`config.mk`:
```
export PLATFORM = sky130hd
export DESIGN_NAME = stream_out_fifo_flat
export DESIGN_NICKNAME = d
export VERILOG_FILES = /design/src/rtl/stream_out_fifo_if.sv /design/src/rtl/stream_out_fifo.sv /design/src/flat_wrapper.sv
export SDC_FILE = /design/constraint.sdc
export NUM_CORES = 1
export LEC_CHECK = 0
export CAP_MARGIN = 15
export CELL_PAD_IN_SITES_DETAIL_PLACEMENT = 1
export CELL_PAD_IN_SITES_GLOBAL_PLACEMENT = 2
export CORE_MARGIN = 1
export CORE_UTILIZATION = 53
export CTS_BUF_LIST = sky130_fd_sc_hd__clkbuf_4
export DETAILED_ROUTE_END_ITERATION = 10
export GPL_TIMING_DRIVEN = 0
export PLACE_DENSITY = 0.89
export SYNTH_ARGS = -nofsm -noshare
export SYNTH_HDL_FRONTEND = slang
export SYNTH_SLANG_ARGS = --single-unit
```
`constraint.sdc`:
```
create_clock -name clk -period 7.2 [get_ports clk]
set_clock_uncertainty 0.05 [all_clocks]
set_input_delay 0.72 -clock clk [delete_from_list [all_inputs] [get_ports clk]]
set_output_delay 0.72 -clock clk [all_outputs]
set_load 0.01 [all_outputs]
```
`src/rtl/stream_out_fifo_if.sv`:
```
// Handshake bundle for stream_out_fifo: upstream word port plus AXI-Stream master side.
// 'slave' is the FIFO's view; 'master' is the view of whatever surrounds it.
interface stream_out_fifo_if #(
    parameter int W = 32
);
    logic         in_v;
    logic [W-1:0] in_data;
    logic         in_last;
    logic         in_afull;
    logic         m_valid;
    logic [W-1:0] m_data;
    logic         m_last;
    logic         m_ready;

    modport master (
        output in_v, in_data, in_last, m_ready,
        input  in_afull, m_valid, m_data, m_last
    );

    modport slave (
        input  in_v, in_data, in_last, m_ready,
        output in_afull, m_valid, m_data, m_last
    );
endinterface

```
`src/rtl/stream_out_fifo.sv`:
```
// Output FIFO between the stream controller and an AXI-Stream sink.
// First-word-fall-through with a registered output stage; count covers
// both the storage array and the output register, capped at DEPTH.
module stream_out_fifo #(
    parameter int W     = 32,
    parameter int DEPTH = 16,
    parameter int AF    = 12
) (
    input  logic                     clk,
    input  logic                     rst,
    input  logic                     clear,
    stream_out_fifo_if.slave         s,
    output logic [$clog2(DEPTH):0]   count,
    output logic                     overflow,
    output logic [15:0]              pkt_cnt
);
    localparam int PW = $clog2(DEPTH);
    localparam int CW = PW + 1;

    logic [W:0]  mem [DEPTH];
    logic [PW:0] wptr;
    logic [PW:0] rptr;
    logic [W:0]  head_word;
    logic        accept;
    logic        mem_wr;
    logic        rd;
    logic        mem_empty;
    logic        load;

    // Handshake decode. Words are accepted against the registered count, so a
    // read on the same edge never makes room for a word arriving while full.
    // The output register reloads whenever it is empty or being consumed.
    always_comb begin
        accept    = s.in_v & (count < CW'(DEPTH));
        mem_wr    = accept & ~clear;
        rd        = s.m_valid & s.m_ready;
        mem_empty = (wptr == rptr);
        load      = ~mem_empty & (~s.m_valid | rd);
        head_word = mem[rptr[PW-1:0]];
    end

    // Almost-full throttle straight from the registered occupancy.
    always_comb begin
        s.in_afull = (count >= CW'(AF));
    end

    // Storage array: no reset needed, validity is tracked by the pointers.
    always_ff @(posedge clk) begin
        if (mem_wr) begin
            mem[wptr[PW-1:0]] <= {s.in_last, s.in_data};
        end
    end

    // Read/write pointers, modulo DEPTH with an extra wrap bit.
    always_ff @(posedge clk or posedge rst) begin
        if (rst) begin
            wptr <= '0;
            rptr <= '0;
        end else if (clear) begin
            wptr <= '0;
            rptr <= '0;
        end else begin
            if (mem_wr) wptr <= wptr + (PW+1)'(1);
            if (load)   rptr <= rptr + (PW+1)'(1);
        end
    end

    // Registered output stage; holds its word until the sink takes it.
    always_ff @(posedge clk or posedge rst) begin
        if (rst) begin
            s.m_valid <= 1'b0;
            s.m_data  <= '0;
            s.m_last  <= 1'b0;
        end else if (clear) begin
            s.m_valid <= 1'b0;
        end else if (load) begin
            s.m_valid <= 1'b1;
            s.m_data  <= head_word[W-1:0];
            s.m_last  <= head_word[W];
        end else if (rd) begin
            s.m_valid <= 1'b0;
        end
    end

    // Occupancy: moving a word from the array into the output register
    // leaves the total unchanged, so only accept/read matter here.
    always_ff @(posedge clk or posedge rst) begin
        if (rst) begin
            count <= '0;
        end else if (clear) begin
            count <= '0;
        end else if (accept & ~rd) begin
            count <= count + CW'(1);
        end else if (~accept & rd) begin
            count <= count - CW'(1);
        end
    end

    // Sticky drop flag, cleared only by reset.
    always_ff @(posedge clk or posedge rst) begin
        if (rst) begin
            overflow <= 1'b0;
        end else if (s.in_v & (count == CW'(DEPTH))) begin
            overflow <= 1'b1;
        end
    end

    // Completed-packet counter, bumped on each handshake of a last word.
    always_ff @(posedge clk or posedge rst) begin
        if (rst) begin
            pkt_cnt <= '0;
        end else if (rd & s.m_last) begin
            pkt_cnt <= pkt_cnt + 16'd1;
        end
    end
endmodule

```
`src/flat_wrapper.sv`:
```
// flat-port wrapper written by rule: the top's interface ports become plain ports
module stream_out_fifo_flat 
#(
    parameter int W     = 32,
    parameter int DEPTH = 16,
    parameter int AF    = 12
)
  (clk, rst, clear, count, overflow, pkt_cnt, s_in_v, s_in_data, s_in_last, s_m_ready, s_in_afull, s_m_valid, s_m_data, s_m_last);
  stream_out_fifo_if #(.W(W)) s_i ();
  input  logic clk;
  input  logic rst;
  input  logic clear;
  output logic [$clog2(DEPTH):0] count;
  output logic overflow;
  output logic [15:0] pkt_cnt;
  input wire logic [$bits(s_i.in_v)-1:0] s_in_v;
  input wire logic [$bits(s_i.in_data)-1:0] s_in_data;
  input wire logic [$bits(s_i.in_last)-1:0] s_in_last;
  input wire logic [$bits(s_i.m_ready)-1:0] s_m_ready;
  output wire logic [$bits(s_i.in_afull)-1:0] s_in_afull;
  output wire logic [$bits(s_i.m_valid)-1:0] s_m_valid;
  output wire logic [$bits(s_i.m_data)-1:0] s_m_data;
  output wire logic [$bits(s_i.m_last)-1:0] s_m_last;
  assign s_i.in_v = s_in_v;
  assign s_i.in_data = s_in_data;
  assign s_i.in_last = s_in_last;
  assign s_i.m_ready = s_m_ready;
  assign s_in_afull = s_i.in_afull;
  assign s_m_valid = s_i.m_valid;
  assign s_m_data = s_i.m_data;
  assign s_m_last = s_i.m_last;
  stream_out_fifo #(.W(W), .DEPTH(DEPTH), .AF(AF)) u_core (.clk(clk), .rst(rst), .clear(clear), .s(s_i), .count(count), .overflow(overflow), .pkt_cnt(pkt_cnt));
endmodule
```
* Word level (Yosys, flattened, before mapping)
Memory sizes are Yosys's and may differ from the RTL's. A register that Yosys moved wholly into a read port is not among the register bits.
Cells that the tools add are included.
** Storage, ports and cells
- Input bits :: 38
- Flip-flop bits (word level) :: 33
- Memories kept :: 1
- ROM bits :: 0
- Latch bits :: 0
- Logic and storage cells :: 47
- Memory bits (writable) :: 528
** Memories
- u_core.mem :: words 16, width 33, read ports 1, clocked after Yosys merged registers in 1, wr ports 1, RTL line stream_out_fifo.sv:20 : logic [W:0] mem [DEPTH];
** Operators by class
- Muxes and demuxes :: 12
- Divide/modulo/power cells :: 0
- Equality and inequality tests :: 2
- Magnitude comparators :: 2
- Add/sub/neg operators :: 5
- Reductions and logical operators :: 5
- Bitwise logic cells :: 14
- Shift-type cells :: 0
- Multipliers :: 0
** Operators with widths (number)
- $mux 5 :: 7
- $add 16x1->16 const B :: 1
- $add 5x1->5 const B :: 3
- $and 1x1->1 :: 8
- $reduce_bool 3->1 :: 2
- $eq 5x5->1 :: 1
- $eq 5x5->1 const B :: 1
- $ge 5x4->1 const B :: 1
- $lt 5x5->1 const B :: 1
- $mux 1 :: 5
- $not 1->1 :: 5
- $sub 5x1->5 const B :: 1
- $reduce_bool 2->1 :: 2
- $reduce_and 2->1 :: 1
- $or 1x1->1 :: 1

* Depth between registers and ports, before layout
- Word-level depth :: 7
- Mapped depth :: 9
- Depth with buffers taken out :: 8

* Worst setup path before layout
No wires, ideal clock.
- Path type :: in2reg
- From :: input port s_in_v
- To :: memory u_core.mem[0][0] (netlist name), enable pin
- Arrival :: 3.749 ns
- Stages :: 5
- Path buffers :: 1
- Setup time :: 0.464 ns
- Setup slack :: 2.937 ns
- Cell sequence :: nor2b_1 clkbuf_1 nor2b_1 nand2_1 nor3_1
** Between the ends
- Longest elaborated chain between the ends :: 4
** RTL lines
- from (decl) :: RTL line flat_wrapper.sv:16 : input wire logic [$bits(s_i.in_v)-1:0] s_in_v;
- $and 1x1->1 :: RTL line stream_out_fifo.sv:34 : accept = s.in_v & (count < CW'(DEPTH));
- $and 1x1->1 :: RTL line stream_out_fifo.sv:35 : mem_wr = accept & ~clear;
- $mux 1 :: RTL line stream_out_fifo.sv:49 : if (mem_wr) begin
- $mux 1 (implied by the code) :: RTL line stream_out_fifo.sv:50 : mem[wptr[PW-1:0]] <= {s.in_last, s.in_data};
- to (decl) :: RTL line stream_out_fifo.sv:20
Every way passes these cells.

* Worst setup path after layout
- From :: register u_core.count[4]
- To :: memory u_core.mem[1][4] (netlist name), enable pin
** Between the ends
- Longest elaborated chain between the ends :: 5
** RTL lines
- from (decl) :: RTL line stream_out_fifo.sv:13 : output logic [$clog2(DEPTH):0] count,
- from (signal assigned) :: RTL line stream_out_fifo.sv:93 : count <= count + CW'(1);
- from (signal assigned) :: RTL line stream_out_fifo.sv:95 : count <= count - CW'(1);
- $lt 5x5->1 :: RTL line stream_out_fifo.sv:34
- $and 1x1->1 :: RTL line stream_out_fifo.sv:34
- $and 1x1->1 :: RTL line stream_out_fifo.sv:35
- $mux 1 :: RTL line stream_out_fifo.sv:49
- $mux 1 (implied by the code) :: RTL line stream_out_fifo.sv:50
Every way passes these cells.

==> flow_summary.yaml <==
pwr:
  p_leak_nw: 8.94
  power_density_nw_per_um2: 335
  ir_worst_vdd_mv: 0.207
logic_synthesis:
  ys_async_sr_fraction_pct: 11.1
  ys_seq_area_share_pct: 76.5
  synth_area_sq_um: 22900
  ys.flop_type: "edfxtp_1"
  avgSynthCellArea_sq_um: 19.5
  ys_types: 39
  synthCells: 1173
  synth-seq-cells: 594
  yosys_warnings: 0
  synth_nets: 1222
  synth_edf_count: 528
clocking:
  clk_latency_ns: 0.97
  clk_path_buf_depth: 3
  cts.sinks: 594
  path_clk_slew_ns: 0.08
  postCtsHoldBufs: 0
  cts_root_buffer: "clkbuf_4"
  htree_levels: 4
  ctsResizeCount: 0
  postCtsSetupBuffers: 0
  tritoncts: "done"
  numCtsBuffers: 152
sta:
  tightest_slew_ns: 1.05
  period_needed_ns: 3.27
  max_freq_mhz: 306
  fin_crit_sh_pct: 45.4
  slew_viol_final: 0
  hold_violations: 0
  slew_headroom_pct: 29.7
  rsz0062_at_grt: "no"
  setup_violations: 0
  fin_ws_ns: 3.93
  setup_tns_ns: 0
die:
  io_pins: 95
  core_sq_um: 42200
  rows: 75
  start_util_pct: 54.2
  die_h_um: 210
  dieArea_sq_um: 44000
  die_w_um: 210
flow_run:
  drv_cap: 0
place:
  port_buffers: 93
  gp_congestion: 0.762
  dp_cells: 1832
  pre_cts_ws_ns: 3.10
  dpl.hpwl_mm: 38.4
grt:
  grt_pass1_wl_mm: 90.8
  grt_pass1_vias: 14161
  grt_max_degree: 39
  antenna_found_initial: 3
  grt_overflow: 0
  track_usage_pct: 29.2
finish:
  stdcell_count: 2106
  multi_input_area_sq_um: 5140
  fillCellCount: 3681
  final_net_count: 1496
  areaGrowthSynthToFinish_pct: 18.1
  register_area_sq_um: 17500
  drive_gt1_share_pct: 29.6
setup_path:
  path_cells: "nor2b_1, clkbuf_1, nor2b_1, nand2_1, nor3_2, buf_6, buf_6"
  crit_arrival_ns: 3.84
  max_stage_delay_ns: 0.87
  reg2regPathDepth: 7
  crit_required_ns: 7.77
  cp_slowest_cell: "nor3_2"
  cp-start-kind: "register"
  criticalPathCategory: "reg -> reg"
  critical_path.max_fanout: 9
  cp-end-kind: "register"
route:
  viasPerCell: 6.16
  routed_wl_mm: 61.8
  drc: 0
  ant_nets: 0
  drt_iter0_drc: 1303
  via_count: 12966
  routedWlPerCell_um: 29.3
  first_pass_iters: 5
run_status:
  status: "finished clean"
hold_path:
  hold_class: "in -> async"
==> cell usage after synthesis, types with 30 or more instances <==
library cell  number  area share [%]
o31a_1            31             1.2
mux2_2            34             1.7
nor2_1            63             1.0
nor2b_1           36            0.98
o22ai_1           32            0.87
a22oi_1           31             1.0
a21oi_1           38            0.83
clkbuf_1          31            0.51
mux4_2           101             9.9
dfrtp_1           66             7.2
buf_2             30            0.66
a211oi_1          37             1.2
edfxtp_1         528              69
==> layer usage <==
layer / global-route usage (%) / share of wire (%) / vias to the layer above
li1: - / - / 5411
met1: 36.4 / 39 / 6769
met2: 48.6 / 51 / 655
met3: 8.23 / 7.9 / 127
met4: 12.0 / 2.7 / 4
met5: 0 / 0.039 / -
==> through the flow <==
stage / hold slack [ns] / utilization, % / total power, mW / area (sq um)
2_1_floorplan: 0.457 / - / 5.28 / 22900
3_3_place_gp: 0.408 / 58.0 / 6.01 / 24500
3_5_place_dp: 0.415 / 59.2 / 6.11 / 25000
4_1_cts: 0.000369 / 64.0 / 9.13 / 27000
5_1_grt: 0.0529 / 64.0 / 9.40 / 27000
6_report: 0.0743 / 64.0 / 9.06 / 27000
==> flip-flops by register name (all words and copies together) (netlist names) <==
| name | count |
|---|---|
| u_core.count | 5 |
| u_core.mem | 528 |
| u_core.s.m_last | 1 |
| u_core.s.m_data | 32 |
| u_core.pkt_cnt | 16 |
| u_core.rptr | 5 |
| u_core.overflow | 1 |
| u_core.s.m_valid | 1 |
| u_core.wptr | 5 |
==> final timing paths <==
| check | start | to | slack (ns) |
|---|---|---|---|
| worst max register to register | u_core.count[4] | u_core.mem[1][4] | 3.93 |
| worst max-delay path | u_core.count[4] | u_core.mem[1][4] | 3.93 |
| max in group asynchronous | rst | u_core.s.m_data[4] | 6.35 |
| worst min register to register | u_core.overflow | u_core.overflow | 0.42 |
| worst min-delay path | rst | u_core.rptr[3] | 0.07 |
| min in group clk | clear | u_core.rptr[4] | 0.15 |
==> placed cells by master, fill, tap and decap left out, types with 8 or more instances in the layout <==
cell / n
clkbuf_4: 239
buf_2: 30
dfrtp_1: 66
o31a_1: 31
ha_1: 10
clkdlybuf4s50_1: 93
mux2_2: 34
a22oi_1: 31
edfxtp_1: 528
clkinv_1: 25
a211oi_1: 37
xnor2_1: 20
o22ai_1: 32
xor2_1: 10
nor2_1: 51
a21oi_1: 38
nand2_1: 14
mux4_2: 101
nor2_4: 12
buf_6: 14
nand3_1: 8
buf_12: 12
nor2b_1: 36
clkbuf_1: 31
==> worst max-delay path: cells and delay by family, from the launching register on <==
| family | cells | cell delay, ns |
|---|---|---|
| buffers and inverters | 3 | 0.82 |
| flip-flops | 1 | 0.45 |
| AND/OR/NAND/NOR | 4 | 1.62 |
==> cell families (layout without fill, tap and decap cells) <==
group,Yosys count,count (layout),share of synthesized area [%]
flops,594,594,76.5
compound gates,176,176,5.35
simple gates,148,148,3.12
mux,138,138,11.7
buf+inv,76,469,1.49
xor+xnor,30,30,1.15
fa+ha+maj,11,11,0.634
other cells,0,1,0
==> power by group <==
| part | total (mW) | switching (mW) | internal (mW) | leakage (nW) |
|---|---|---|---|---|
| Sequential | 4.06 | 0.125 | 3.94 | 5.55 |
| Clock | 3.01 | 1.40 | 1.61 | 1.21 |
| Combinational | 1.99 | 1.10 | 0.890 | 2.18 |
==> cell type report <==
cell class              count  share of cell area, %
inverters                   7                  0.106
clock buffers             239                   6.64
repair buffers            120                   4.99
diodes                      1                0.00926
flip-flops and latches    594                   64.8
well taps                 539                   2.50
multi-input cells         503                   19.0
clock inverters            34                  0.773
plain buffers              69                   1.17
Note: power is estimated with default switching activity, not from simulation.
